`config.mk`:
```
export PLATFORM = sky130hd
export DESIGN_NAME = calc_entry
export DESIGN_NICKNAME = d
export VERILOG_FILES = /design/src/rtl/calc_pkg.sv /design/src/rtl/calc_div.sv /design/src/rtl/calc_entry.sv
export SDC_FILE = /design/constraint.sdc
export NUM_CORES = 1
export LEC_CHECK = 0
export ABC_AREA = 0
export BUFFER_PORTS_ARGS = -buffer_cell sky130_fd_sc_hd__buf_2
export CELL_PAD_IN_SITES_DETAIL_PLACEMENT = 0
export CELL_PAD_IN_SITES_GLOBAL_PLACEMENT = 2
export CORE_ASPECT_RATIO = 0.7
export CORE_MARGIN = 2
export CORE_UTILIZATION = 40
export DETAILED_ROUTE_END_ITERATION = 12
export GPL_TIMING_DRIVEN = 1
export PLACE_DENSITY_LB_ADDON = 0.1
export REMOVE_ABC_BUFFERS = 1
export SKIP_CTS_REPAIR_TIMING = 1
export SYNTH_ARGS = -nofsm -noshare
export SYNTH_HDL_FRONTEND = slang
export SYNTH_HIERARCHICAL = 1
export SYNTH_SLANG_ARGS = --single-unit
```
`constraint.sdc`:
```
create_clock -name clk -period 7 [get_ports clk]
set_input_delay 0.7 -clock clk [delete_from_list [all_inputs] [get_ports clk]]
set_output_delay 0.7 -clock clk [all_outputs]
set_load 0.03 [all_outputs]
```
`src/rtl/calc_pkg.sv`:
```
// Shared types and constants for the calculator entry engine.
// Key codes match the PS/2 scan stage lookup table.
package calc_pkg;

  localparam int DEF_MAX_DIGITS = 4;
  localparam int DEF_OPW        = 14;
  localparam int DEF_RESW       = 28;

  typedef enum logic [1:0] {
    ST_A_ENTRY,
    ST_B_ENTRY,
    ST_CALC,
    ST_DONE
  } state_e;

  localparam logic [1:0] OP_ADD = 2'd0;
  localparam logic [1:0] OP_SUB = 2'd1;
  localparam logic [1:0] OP_MUL = 2'd2;
  localparam logic [1:0] OP_DIV = 2'd3;

  localparam logic [7:0] KEY_0    = 8'h30;
  localparam logic [7:0] KEY_9    = 8'h39;
  localparam logic [7:0] KEY_ADD  = 8'h61;
  localparam logic [7:0] KEY_SUB  = 8'h62;
  localparam logic [7:0] KEY_MUL  = 8'h63;
  localparam logic [7:0] KEY_DIV  = 8'h64;
  localparam logic [7:0] KEY_EQ   = 8'h65;
  localparam logic [7:0] KEY_NONE = 8'hFE;

  // 0x61..0x64 low bits are 01,10,11,00; minus one gives add..div
  function automatic logic [1:0] key_to_op(input logic [1:0] lo);
    return lo - 2'd1;
  endfunction

endpackage

```
`src/rtl/calc_div.sv`:
```
// OPW-bit unsigned restoring divider, one quotient bit per cycle.
// quotient_o/remainder_o are the final values in the cycle done_o is high.
module calc_div
  import calc_pkg::*;
#(
  parameter int OPW = DEF_OPW
) (
  input  logic           clk,
  input  logic           rst,
  input  logic           start_i,
  input  logic [OPW-1:0] dividend_i,
  input  logic [OPW-1:0] divisor_i,
  output logic [OPW-1:0] quotient_o,
  output logic [OPW-1:0] remainder_o,
  output logic           done_o,
  output logic           busy_o
);

  localparam int CW = $clog2(OPW + 1);

  logic [OPW-1:0] rem_q, quo_q, dvs_q;
  logic [OPW-1:0] rem_d, quo_d, shl;
  logic [CW-1:0]  cnt_q;
  logic           ge;

  // rem_q MSB is the bit shifted out of shl; if set, shl+2^OPW >= divisor
  assign shl   = {rem_q[OPW-2:0], quo_q[OPW-1]};
  assign ge    = rem_q[OPW-1] | (shl >= dvs_q);
  assign rem_d = ge ? shl - dvs_q : shl;
  assign quo_d = {quo_q[OPW-2:0], ge};

  always_ff @(posedge clk or posedge rst) begin
    if (rst) begin
      rem_q <= '0;
      quo_q <= '0;
      dvs_q <= '0;
      cnt_q <= '0;
    end else if (start_i) begin
      rem_q <= '0;
      quo_q <= dividend_i;
      dvs_q <= divisor_i;
      cnt_q <= CW'(OPW);
    end else if (cnt_q != '0) begin
      rem_q <= rem_d;
      quo_q <= quo_d;
      cnt_q <= cnt_q - CW'(1);
    end
  end

  assign quotient_o  = quo_d;
  assign remainder_o = rem_d;
  assign done_o      = (cnt_q == CW'(1));
  assign busy_o      = (cnt_q != '0);

endmodule

```
`src/rtl/calc_entry.sv`:
```
// Calculator entry FSM: assembles decimal operands from scanner keys
// and evaluates + - x in one cycle, / through calc_div.
module calc_entry
  import calc_pkg::*;
#(
  parameter int MAX_DIGITS = DEF_MAX_DIGITS,
  parameter int OPW        = DEF_OPW,
  parameter int RESW       = DEF_RESW
) (
  input  logic            clk,
  input  logic            rst,
  input  logic            key_valid,
  input  logic [7:0]      key_code,
  output logic [OPW-1:0]  entry_val,
  output logic [1:0]      op_code,
  output logic [RESW-1:0] result,
  output logic [OPW-1:0]  remainder,
  output logic            result_valid,
  output logic            err,
  output logic            busy
);

  localparam int CW = $clog2(MAX_DIGITS + 1);

  state_e          state_q, state_d;
  logic            kv_q;
  logic [OPW-1:0]  a_q, a_d, b_q, b_d;
  logic [CW-1:0]   cnt_q, cnt_d;
  logic [1:0]      op_q, op_d;
  logic [RESW-1:0] res_q, res_d;
  logic [OPW-1:0]  rem_q, rem_d;
  logic            rv_q, rv_d;
  logic            err_q, err_d;

  logic            is_dig, is_op, is_eq, can_take;
  logic [OPW-1:0]  cur, acc;
  logic [RESW-1:0] a_x, b_x, arith;
  logic            div_start, div_done, div_busy;
  logic [OPW-1:0]  div_quo, div_rem;

  // key_code lags the scanner strobe by one cycle
  assign is_dig = kv_q && key_code >= KEY_0 && key_code <= KEY_9;
  assign is_op  = kv_q && key_code >= KEY_ADD && key_code <= KEY_DIV;
  assign is_eq  = kv_q && key_code == KEY_EQ;

  assign can_take = cnt_q < CW'(MAX_DIGITS);
  assign cur = (state_q == ST_A_ENTRY) ? a_q : b_q;
  assign acc = (cur << 3) + (cur << 1) + OPW'(key_code[3:0]);

  assign a_x = RESW'(a_q);
  assign b_x = RESW'(b_q);

  always_comb begin
    arith = a_x + b_x;
    if (op_q == OP_SUB)      arith = a_x - b_x;
    else if (op_q == OP_MUL) arith = a_x * b_x;
  end

  assign div_start = state_q == ST_B_ENTRY && is_eq &&
                     op_q == OP_DIV && b_q != '0;

  calc_div #(.OPW(OPW)) u_div (
    .clk         (clk),
    .rst         (rst),
    .start_i     (div_start),
    .dividend_i  (a_q),
    .divisor_i   (b_q),
    .quotient_o  (div_quo),
    .remainder_o (div_rem),
    .done_o      (div_done),
    .busy_o      (div_busy)
  );

  always_ff @(posedge clk or posedge rst) begin
    if (rst) state_q <= ST_A_ENTRY;
    else     state_q <= state_d;
  end

  always_comb begin
    state_d = state_q;
    unique case (state_q)
      ST_A_ENTRY: if (is_op) state_d = ST_B_ENTRY;
      ST_B_ENTRY: if (is_eq) state_d = ST_CALC;
      ST_CALC:    if (div_done || !div_busy) state_d = ST_DONE;
      ST_DONE:    if (is_dig) state_d = ST_A_ENTRY;
      default:    state_d = ST_A_ENTRY;
    endcase
  end

  always_comb begin
    busy      = (state_q == ST_CALC);
    entry_val = (state_q == ST_A_ENTRY) ? a_q : b_q;
  end

  always_comb begin
    a_d   = a_q;
    b_d   = b_q;
    cnt_d = cnt_q;
    op_d  = op_q;
    res_d = res_q;
    rem_d = rem_q;
    err_d = err_q;
    rv_d  = 1'b0;
    unique case (state_q)
      ST_A_ENTRY: begin
        if (is_dig && can_take) begin
          a_d   = acc;
          cnt_d = cnt_q + CW'(1);
        end
        if (is_op) begin
          op_d  = key_to_op(key_code[1:0]);
          cnt_d = '0;
        end
      end
      ST_B_ENTRY: begin
        if (is_dig && can_take) begin
          b_d   = acc;
          cnt_d = cnt_q + CW'(1);
        end
        if (is_op && cnt_q == '0) op_d = key_to_op(key_code[1:0]);
      end
      ST_CALC: begin
        if (op_q != OP_DIV) begin
          res_d = arith;
          rem_d = '0;
          err_d = 1'b0;
          rv_d  = 1'b1;
        end else if (div_done) begin
          res_d = RESW'(div_quo);
          rem_d = div_rem;
          err_d = 1'b0;
          rv_d  = 1'b1;
        end else if (!div_busy) begin
          res_d = '0;
          rem_d = '0;
          err_d = 1'b1;
          rv_d  = 1'b1;
        end
      end
      ST_DONE: begin
        if (is_dig) begin
          a_d   = OPW'(key_code[3:0]);
          b_d   = '0;
          cnt_d = CW'(1);
          err_d = 1'b0;
        end
      end
      default: ;
    endcase
  end

  always_ff @(posedge clk or posedge rst) begin
    if (rst) begin
      kv_q  <= 1'b0;
      a_q   <= '0;
      b_q   <= '0;
      cnt_q <= '0;
      op_q  <= OP_ADD;
      res_q <= '0;
      rem_q <= '0;
      rv_q  <= 1'b0;
      err_q <= 1'b0;
    end else begin
      kv_q  <= key_valid && !busy;
      a_q   <= a_d;
      b_q   <= b_d;
      cnt_q <= cnt_d;
      op_q  <= op_d;
      res_q <= res_d;
      rem_q <= rem_d;
      rv_q  <= rv_d;
      err_q <= err_d;
    end
  end

  assign op_code      = op_q;
  assign result       = res_q;
  assign remainder    = rem_q;
  assign result_valid = rv_q;
  assign err          = err_q;

endmodule

```
======== After elaboration in Yosys (flattened, before gate mapping) ========
Index checks and enable logic that the tools add are counted.
storage, ports and cells
  register bits after elaboration ......... 126
  word-level logic and storage cells ...... 121
  output and inout port bits .............. 61
cells by class
  multiplexer cells ....................... 42
  add/sub/neg operators ................... 8
  eq/ne operators ......................... 18
  $mul .................................... 1
  reductions and logical operators ........ 31
  bitwise gates (word level) .............. 1
  $lt $le $gt $ge ......................... 6
operators by type and width
  operator                                                         number
  two-way mux 14 bit                                               12
  two-way mux 28 bit                                               5
  one-hot mux 14 bit (2 select lines)                              2
  multiplier 14 x 14 -> 28 bit                                     1
  adder 14 x 14 -> 15 bit                                          1
  subtractor 14 x 14 -> 15 bit                                     1
  adder 14 bit                                                     1
  adder 14 x 4 -> 14 bit                                           1
  >= comparator 14 bit                                             1
  nonzero test 14 bit                                              1
  subtractor 14 bit                                                1
  two-way mux 2 bit                                                6
  AND reduction 3 bit                                              4
  logical AND 1 bit                                                11
  nonzero test 2 bit                                               5
  two-way mux 3 bit                                                3
  one-hot mux 3 bit (3 select lines)                               1
  equality test 2 bit (second input constant)                      4
  equality test 8 x 7 -> 1 bit (second input constant)             1
  >= comparator 8 x 6 -> 1 bit (second input constant)             1
  >= comparator 8 x 7 -> 1 bit (second input constant)             1
  less-or-equal comparator 8 x 6 -> 1 bit (second input constant)  1
  less-or-equal comparator 8 x 7 -> 1 bit (second input constant)  1
  two-way mux 1 bit                                                8
  23 further kinds                                                 33

======== Logic depth before layout (Yosys ltp) ========
Gate-level depths: netlist of run 1.
  word-level depth ........................ 7
  gate-level depth with buffers ........... 23
  mapped depth without buffers ............ 21

======== Hierarchy ========
Netlist of run 1, hierarchy kept.
modules (own cells, without submodules)
  module      cells an instance  area each (µm²)  instances
  calc_entry  1474               12572.1          1
  calc_div    354                3184.3           1

======== Worst setup path after synthesis of run 1 ========
OpenSTA, ideal clock, no wires.
  path type ............................... register -> register
  start ................................... register b_q[4]
  end ..................................... register res_q[11] (netlist: result[11])
  path buffers ............................ 1
  clock period less this slack ............ 5.915 ns
  path slack .............................. 1.085 ns
  setup time .............................. 0.131 ns
  arrival ................................. 5.784 ns
  stages on the path, launching flop included .. 23
  path through ............................ dfrtp_1 -> clkbuf_1 -> and2_1 -> fa_1 -> inv_1 -> fa_1 -> inv_1 -> fa_1 -> inv_1 -> fa_1 -> inv_1 -> fa_1 -> inv_1 -> fa_1 -> inv_1 -> ha_1 -> and2_1 -> a32o_1 -> or3_1 -> a21oi_2 -> xnor2_1 -> a221oi_2 -> o211ai_1
between the ends
  cells in the longest elaborated chain, start to end .. 4
  elaborated cells between the ends (all ways) .. 6
  classes of those cells .................. 2 x add/sub; 1 x mul; 3 x mux
ends and longest elaborated chain
  element                                                                         RTL line                            text
  from (decl)                                                                     calc_entry.sv:27                    logic [OPW-1:0] a_q, a_d, b_q, b_d;
  from (signal assigned)                                                          calc_entry.sv:156                   b_q <= '0;
  from (signal assigned)                                                          calc_entry.sv:166                   b_q <= b_d;
  multiplier 14 x 14 -> 28 bit / adder 14 x 14 -> 15 bit (equally long branches)  calc_entry.sv:56, calc_entry.sv:54
  two-way mux 28 bit                                                              calc_entry.sv:56                    else if (op_q == OP_MUL) arith = a_x * b_x;
  two-way mux 28 bit (*)                                                          calc_entry.sv:55                    if (op_q == OP_SUB) arith = a_x - b_x;
  two-way mux 28 bit (*)                                                          calc_entry.sv:123                   if (op_q != OP_DIV) begin
  to (signal assigned)                                                            calc_entry.sv:169                   res_q <= res_d;
  to (decl)                                                                       calc_entry.sv:30                    logic [RESW-1:0] res_q, res_d;
Mark *: on every way between the ends. The rest lies on a longest branch, timed or not.
A chain may end at the register's enable or synchronous reset.

======== Worst setup path in the final report of run 1 ========
  start ................................... register b_q[4]
  end ..................................... register res_q[25] (netlist: result[25])
between the ends
  cells in the longest elaborated chain, start to end .. 4
  elaborated cells between the ends (all ways) .. 5
  classes of those cells .................. 1 x add/sub; 1 x mul; 3 x mux
ends and longest elaborated chain
  element                       RTL line
  multiplier 14 x 14 -> 28 bit  calc_entry.sv:56
  two-way mux 28 bit            calc_entry.sv:56
  two-way mux 28 bit (*)        calc_entry.sv:55
  two-way mux 28 bit (*)        calc_entry.sv:123
Marks and branches as above.

==> impl_metrics.py, run 1 <==
metrics = {
    "outcome": {
        "status": "completed",
    },
    "finish": {
        "final_util_pct": 44.5,
        "seq_area_sq_um": 3150,
        "multi_input_area_sq_um": 11200,
        "n_fill_cell": 3900,
        "drive_above_1_share_pct": 10.7,
        "syn_to_final_growth_pct": 9.17,
        "antenna_cells": 0,
        "fin_area_sq_um": 17200,
        "fin_cells": 2388,
        "final_nets": 2173,
    },
    "yosys": {
        "syn_area_per_cell_sq_um": 8.62,
        "async_flop_share_pct": 100,
        "ys_ff_latch": 126,
        "synth_warnings": 6,
        "synth_cell_types": 101,
        "synthFlopType": "dfrtp_1",
        "synth_enable_flop_cells": 0,
        "syn_inst": 1828,
        "ys_seq_area_share_pct": 20.0,
        "netlist_area_sq_um": 15800,
    },
    "detailed_routing": {
        "drtIter0Drc": 830,
        "drc": 0,
        "dr.pass1.iters": 6,
        "vias": 12800,
        "finalWirelength_um": 49800,
        "wl_per_cell_um": 20.9,
        "via_per_inst": 5.37,
        "drtAntennaViolNets": 0,
    },
    "floorplanning": {
        "die_w_um": 241,
        "initial_core_util_pct": 40.8,
        "dieArea_sq_um": 41000,
        "die_h_um": 170,
        "rows": 60,
        "io_pins": 72,
        "core_area_sq_um": 38700,
    },
    "placed_design": {
        "pre_cts_slack_ns": 0.671,
        "dp_cells": 2356,
        "gp_congestion": 0.895,
        "dp.final_hpwl_um": 39100,
        "port_buffers": 71,
        "dpl_cell_area_sq_um": 16500,
    },
    "clock_tree": {
        "clockRootBuffer": "clkbuf_16",
        "h-tree-depth": 4,
        "cts_tree": "done",
        "clk_latency_ns": 0.45,
        "cts_made_buffers": 17,
        "path_clk_slew_ns": 0.07,
        "numClockSinks": 126,
        "cts.path.max_buffers": 2,
    },
    "global_route": {
        "first_global_vias": 12700,
        "grt_use_total_pct": 25.1,
        "grt_pass1_wl_um": 77200,
        "grt-ovfl-total": 0,
        "grt_max_degree": 76,
        "antenna_found_initial": 0,
    },
    "power_and_ir_drop": {
        "ir_drop_uv": 188,
        "powerDensity_nw_per_um2": 279,
        "leakagePower_uw": 0.00872,
    },
    "critical_path": {
        "path_max_fanout": 14,
        "reg2reg_to": "result[25]",
        "worst-setup-path-type": "reg -> reg",
        "timing.critical_path.from": "b_q[4]",
        "rr_worst_depth": 20,
        "arrival_ns": 6.65,
        "r2r_start": "b_q[4]",
        "cp_common_cell": "fa_1",
        "r2r_slack_ns": 0.66,
        "cp.required_ns": 7.30,
        "start_kind": "flop",
        "worstPathCellList": "buf_4, ha_1, fa_1, inv_1, fa_1, inv_1, fa_1, ha_1, fa_1, inv_1, fa_1, inv_1, ha_1, and2_1, a32oi_1, nand3_1, a31oi_1, o31ai_1, a211oi_1, o311ai_1",
        "crit_end": "result[25]",
        "end_kind": "flop",
        "max_stage_delay_ns": 0.56,
        "critPathSlowestCell": "fa_1",
    },
    "timing": {
        "finalSetupTns_ns": 0,
        "hold_viol_final": 0,
        "slew_headroom_pct": 20.2,
        "final-setup-viol-count": 0,
        "worstMarginPinSlew_ns": 1.19,
        "slew_viol_final": 0,
        "fin_crit_ns": 6.34,
        "skew_ns": 0.0124,
        "max_freq_mhz": 158,
        "finalCritPeriodShare_pct": 90.6,
        "rsz0062_at_grt": "no",
        "worst_slack_ns": 0.656,
    },
    "job": {
        "maxCapViolations": 0,
    },
    "hold_path": {
        "hold_path_class": "in -> async",
    },
}
sequential cells by signal, summed over array words and instances (netlist names), 4 cells and up:
name         count
remainder       14
u_div/quo_q     14
result          28
u_div/cnt_q      4
u_div/rem_q     14
u_div/dvs_q     14
b_q             14
a_q             14
worst min path at each step:
stage	from	endpoint	slack, ns	depth (start not counted)
floorplan	u_div/cnt_q[1]	u_div/cnt_q[1]	0.48	1
global placement	remainder[11]	remainder[11]	0.44	2
detailed placement	remainder[11]	remainder[11]	0.45	2
CTS	rst	result[13]	0.20	2
global route	rst	result[22]	0.23	2
finish	rst	result[13]	0.21	2
cell usage after synthesis, types with 3 or more instances:
cell        n  area (sq um)
inv_1     235           882
clkbuf_1   71           267
o22ai_1     4          25.0
nand2_1   262           983
buf_4      21           158
a21oi_1    69           345
nor3_1     21           105
nor2_1    111           417
a221oi_1    8          70.1
o21a_1     26           195
ha_1      168          2100
dfrtp_1   126          3150
and2_1     80           500
o41ai_1     3          26.3
buf_2       7          35.0
a31oi_1    11          68.8
xor2_1     20           175
buf_6       5          56.3
a211oi_1   13          97.6
xnor2_1    33           289
mux2_2     17           191
mux2_4      7           105
o31a_1      5          43.8
a311oi_1    3          26.3
and3_1      6          37.5
nand4_1    11          68.8
nand2b_1    8          50.1
nand3_1    37           185
o21ai_1    15          75.1
nand3b_1    3          22.5
or3_1       9          56.3
o21ai_0    82           410
o211ai_1   16           120
a221oi_2    4          60.1
nor2b_1    14          87.6
a21o_1     24           180
fa_1      146          2920
a211o_1     6          52.6
nor4_1      5          31.3
o31ai_1    18           135
o21bai_1    3          22.5
mux2i_1    19           190
placed cells by master (no fill, tap or decap), types with 33 or more instances in the layout:
cell type / instances
fa_1: 146
nand3_1: 37
a21oi_1: 69
nand2_1: 262
ha_1: 168
and2_1: 81
buf_4: 40
nor2_1: 111
o21ai_0: 82
buf_2: 71
dfrtp_1: 126
xnor2_1: 33
inv_1: 233
critical path, delay by kind of cell, from the launching register on:
| kind | cells | cell delay (ns) |
|---|---|---|
| AOI/OAI and AO/OA | 5 | 1.22 |
| adders and majority gates | 8 | 3.59 |
| buffers and inverters | 5 | 0.44 |
| DFF | 1 | 0.55 |
| and+or+nand+nor | 2 | 0.37 |
final cells by class:
class / count / area share [%]
Sequential cell: 126 / 18.3
Inverter: 239 / 5.25
Multi-Input combinational cell: 1353 / 64.9
Timing Repair Buffer: 111 / 3.81
Clock buffer: 17 / 2.47
Tap cell: 527 / 3.83
Clock inverter: 15 / 1.41
cell families (layout without fill, tap and decap cells):
| family | after synthesis | in the layout | synth area share (%) |
|---|---|---|---|
| AND/OR/NAND/NOR | 586 | 586 | 17.3 |
| AO/OA/AOI/OAI | 354 | 354 | 15.2 |
| flip-flops | 126 | 126 | 20.0 |
| adder cells (fa/ha/maj) | 314 | 314 | 31.9 |
| buffers and inverters | 349 | 382 | 9.33 |
| multiplexers | 45 | 45 | 3.23 |
| XOR/XNOR | 54 | 54 | 3.09 |
through the flow:
stage	power, uW	hold slack (ns)
2_1_floorplan	2870	0.475
3_3_place_gp	3710	0.445
3_5_place_dp	3740	0.451
4_1_cts	4830	0.203
5_1_grt	5140	0.232
6_report	4800	0.211
report_power, final:
group          total [uW]  switching, uW  internal (uW)
Sequential           1200            270            926
Combinational        2540           1590            948
Clock                1070            422            647
Total                4800           2280           2520
per-layer routing:
metal / track usage [%] / up-vias / part of all wire [%]
met3: 3.13 / 34 / 4.1
met2: 39.4 / 281 / 45
met1: 37.0 / 6416 / 50
li1: - / 6088 / -
met5: 0 / - / 0
met4: 5.05 / 0 / 1.2
Note: power is estimated with default switching activity, not from simulation.
==> run 2: changes to the inputs <==
--- a/config.mk
+++ b/config.mk
@@ -5,13 +5,14 @@
 export SDC_FILE = /design/constraint.sdc
 export NUM_CORES = 1
 export LEC_CHECK = 0
-export ABC_AREA = 0
+export ABC_AREA = 1
 export BUFFER_PORTS_ARGS = -buffer_cell sky130_fd_sc_hd__buf_2
 export CELL_PAD_IN_SITES_DETAIL_PLACEMENT = 0
 export CELL_PAD_IN_SITES_GLOBAL_PLACEMENT = 2
 export CORE_ASPECT_RATIO = 0.7
 export CORE_MARGIN = 2
-export CORE_UTILIZATION = 40
+export CORE_UTILIZATION = 37
+export CTS_CLUSTER_DIAMETER = 50
 export DETAILED_ROUTE_END_ITERATION = 12
 export GPL_TIMING_DRIVEN = 1
 export PLACE_DENSITY_LB_ADDON = 0.1
==> impl_metrics.py, run 2 <==
metrics = {
    "global_route": {
        "antenna_found_initial": 1,
        "grt_pass1_wl_um": 88900,
        "grt_use_total_pct": 25.9,
        "grt-ovfl-total": 0,
        "grt_max_degree": 59,
        "first_global_vias": 14000,
    },
    "yosys": {
        "synth_cell_types": 51,
        "synthTopCellsByArea": "dfrtp_1 19%, fa_1 18%, nand2_1 16%",
        "synth_common_cells": "681 x nand2_1, 435 x inv_1, 168 x ha_1, 146 x fa_1, 131 x o21ai_0",
        "syn_inst": 2266,
        "netlist_area_sq_um": 16300,
        "synthDominantCellAreaShare_pct": 19.4,
        "synth_area_leader_cell": "dfrtp_1",
        "synthFlopType": "dfrtp_1",
        "syn_area_per_cell_sq_um": 7.18,
        "synth_enable_flop_cells": 0,
        "async_flop_share_pct": 100,
        "ys_seq_area_share_pct": 19.4,
        "ys_ff_latch": 126,
        "synth_most_common_cell": "nand2_1",
        "synth_warnings": 6,
    },
    "clock_tree": {
        "path_clk_slew_ns": 0.07,
        "clockRootBuffer": "clkbuf_16",
        "cts.path.max_buffers": 2,
        "clk_latency_ns": 0.45,
        "cts_made_buffers": 17,
        "cts_tree": "done",
        "numClockSinks": 126,
        "h-tree-depth": 4,
    },
    "critical_path": {
        "worstPathCellList": "ha_1, inv_1, fa_1, fa_1, inv_1, fa_1, fa_1, fa_1, inv_1, fa_1, inv_1, ha_1, nand2_1, inv_1, nand3_1, o21ai_0, a21o_1, a21oi_1, o21ai_2, nand2_1, nand2_1, nand2_1",
        "path_buf_inv": 5,
        "cp_common_cell": "fa_1",
        "arrival_ns": 6.63,
        "start_kind": "flop",
        "cp.required_ns": 7.33,
        "end_kind": "flop",
        "path_max_fanout": 17,
        "worst-setup-path-type": "reg -> reg",
        "critPathSlowestCell": "dfrtp_1",
        "crit_family": "adder cells",
        "max_stage_delay_ns": 0.92,
    },
    "detailed_routing": {
        "wl_met2_um": 22100,
        "drtIter0Drc": 1448,
        "drtAntennaViolNets": 0,
        "wl_per_cell_um": 20.1,
        "vias": 14600,
        "dr.pass1.iters": 5,
        "dr_wl_met3_um": 3620,
        "via_per_inst": 5.04,
        "drc": 0,
        "finalWirelength_um": 58100,
        "routed.top_layer": "met4",
        "met1_length_um": 32000,
    },
    "finish": {
        "n_fill_cell": 4635,
        "drive_above_1_share_pct": 7.82,
        "final_cell_mix": "681 x nand2_1, 433 x inv_1, 168 x ha_1",
        "seq_area_sq_um": 3150,
        "antenna_cells": 0,
        "final_nets": 2613,
        "largest_reg_flops": 28,
        "final_common_cell": "nand2_1",
        "syn_to_final_growth_pct": 9.11,
        "multi_input_area_sq_um": 11000,
    },
    "floorplanning": {
        "core_area_sq_um": 43600,
        "io_pins": 72,
        "initial_core_util_pct": 37.3,
        "die_h_um": 179,
        "dieArea_sq_um": 45700,
        "rows": 64,
        "die_w_um": 255,
    },
    "timing": {
        "max_freq_mhz": 159,
        "rsz0062_at_grt": "no",
        "slew_headroom_pct": 27.2,
        "finalSetupTns_ns": 0,
        "slew_viol_final": 0,
        "final-setup-viol-count": 0,
        "fin_crit_ns": 6.30,
        "finalCritPeriodShare_pct": 90.0,
        "skew_ns": 0.0182,
        "worstMarginPinSlew_ns": 1.09,
        "fin_hold_ws_ns": 0.247,
        "hold_viol_final": 0,
    },
    "placed_design": {
        "dp.final_hpwl_um": 46700,
        "gp_congestion": 0.906,
        "port_buffers": 71,
    },
    "hold_path": {
        "hold_path_class": "in -> async",
    },
    "power_and_ir_drop": {
        "leakagePower_uw": 0.0102,
        "powerDensity_nw_per_um2": 330,
        "power_uw": 5860,
        "ir_drop_uv": 236,
    },
    "job": {
        "maxCapViolations": 0,
    },
    "outcome": {
        "status": "completed",
    },
}
-- run 2: path summary, 6_finish.rpt --
kind                            from    endpoint  slack [ns]  depth (start not counted)
hold reg to reg            result[0]   result[0]        0.48                          2
max in group asynchronous        rst      b_q[2]        5.51                          3
min in group clk           key_valid        kv_q        0.45                          3
setup / recovery              b_q[6]  result[17]        0.70                         22
hold / removal                   rst  result[19]        0.25                          2
setup reg to reg              b_q[6]  result[17]        0.70                         22
-- run 2: metrics by stage --
step | setup slack, ns | cells | util, % | instance area (sq um)
floorplan | 1.60 | 2171 | - | 15700
global placement | 0.718 | 2863 | 39.2 | 17100
detailed placement | 0.757 | 2863 | 39.2 | 17100
CTS | 0.741 | 2895 | 40.7 | 17800
global route | 0.365 | 2895 | 40.7 | 17800
finish | 0.702 | 2895 | 40.7 | 17800
-- run 2: cell type report --
class,instances,area share (%)
clock buffer,20,2.63
clock inverter,12,1.16
inverter,440,9.31
multi-input combinational,1605,61.8
sequential,126,17.8
tap,594,4.19
timing repair buffer,98,3.14
-- run 2: worst register-to-register path: stages, from the launching register on --
cell and delay (ns):
dfrtp_1 0.92, ha_1 0.33, inv_1 0.09, fa_1 0.42, fa_1 0.56, inv_1 0.06
fa_1 0.50, fa_1 0.51, fa_1 0.55, inv_1 0.05, fa_1 0.54, inv_1 0.04
ha_1 0.37, nand2_1 0.10, inv_1 0.08, nand3_1 0.11, o21ai_0 0.41, a21o_1 0.18
a21oi_1 0.08, o21ai_2 0.10, nand2_1 0.08, nand2_1 0.09, nand2_1 0.05
-- run 2: logic make-up (layout without fill, tap and decap cells) --
| kind of cell | Yosys count | after routing | share of synthesized area, % |
|---|---|---|---|
| and+or+nand+nor | 963 | 963 | 24.7 |
| buffers and inverters | 535 | 570 | 13.3 |
| adders and majority gates | 314 | 314 | 30.9 |
| AOI/OAI and AO/OA | 308 | 308 | 10.6 |
| DFF | 126 | 126 | 19.4 |
| xor gates and xnor gates | 20 | 20 | 1.08 |
-- run 2: layer usage --
layer  vias up  global-route usage [%]
li1       7058                       -
met5         -                       0
met4         0                    2.76
met2       404                    34.5
met1      7093                    44.2
met3        25                    3.63
-- run 2: where the power goes --
group          leakage [uW]  total (uW)  switching [uW]  internal [uW]
combinational       0.00827        3590            2470           1120
sequential          0.00161        1230             350            880
clock              0.000327        1040             375            664
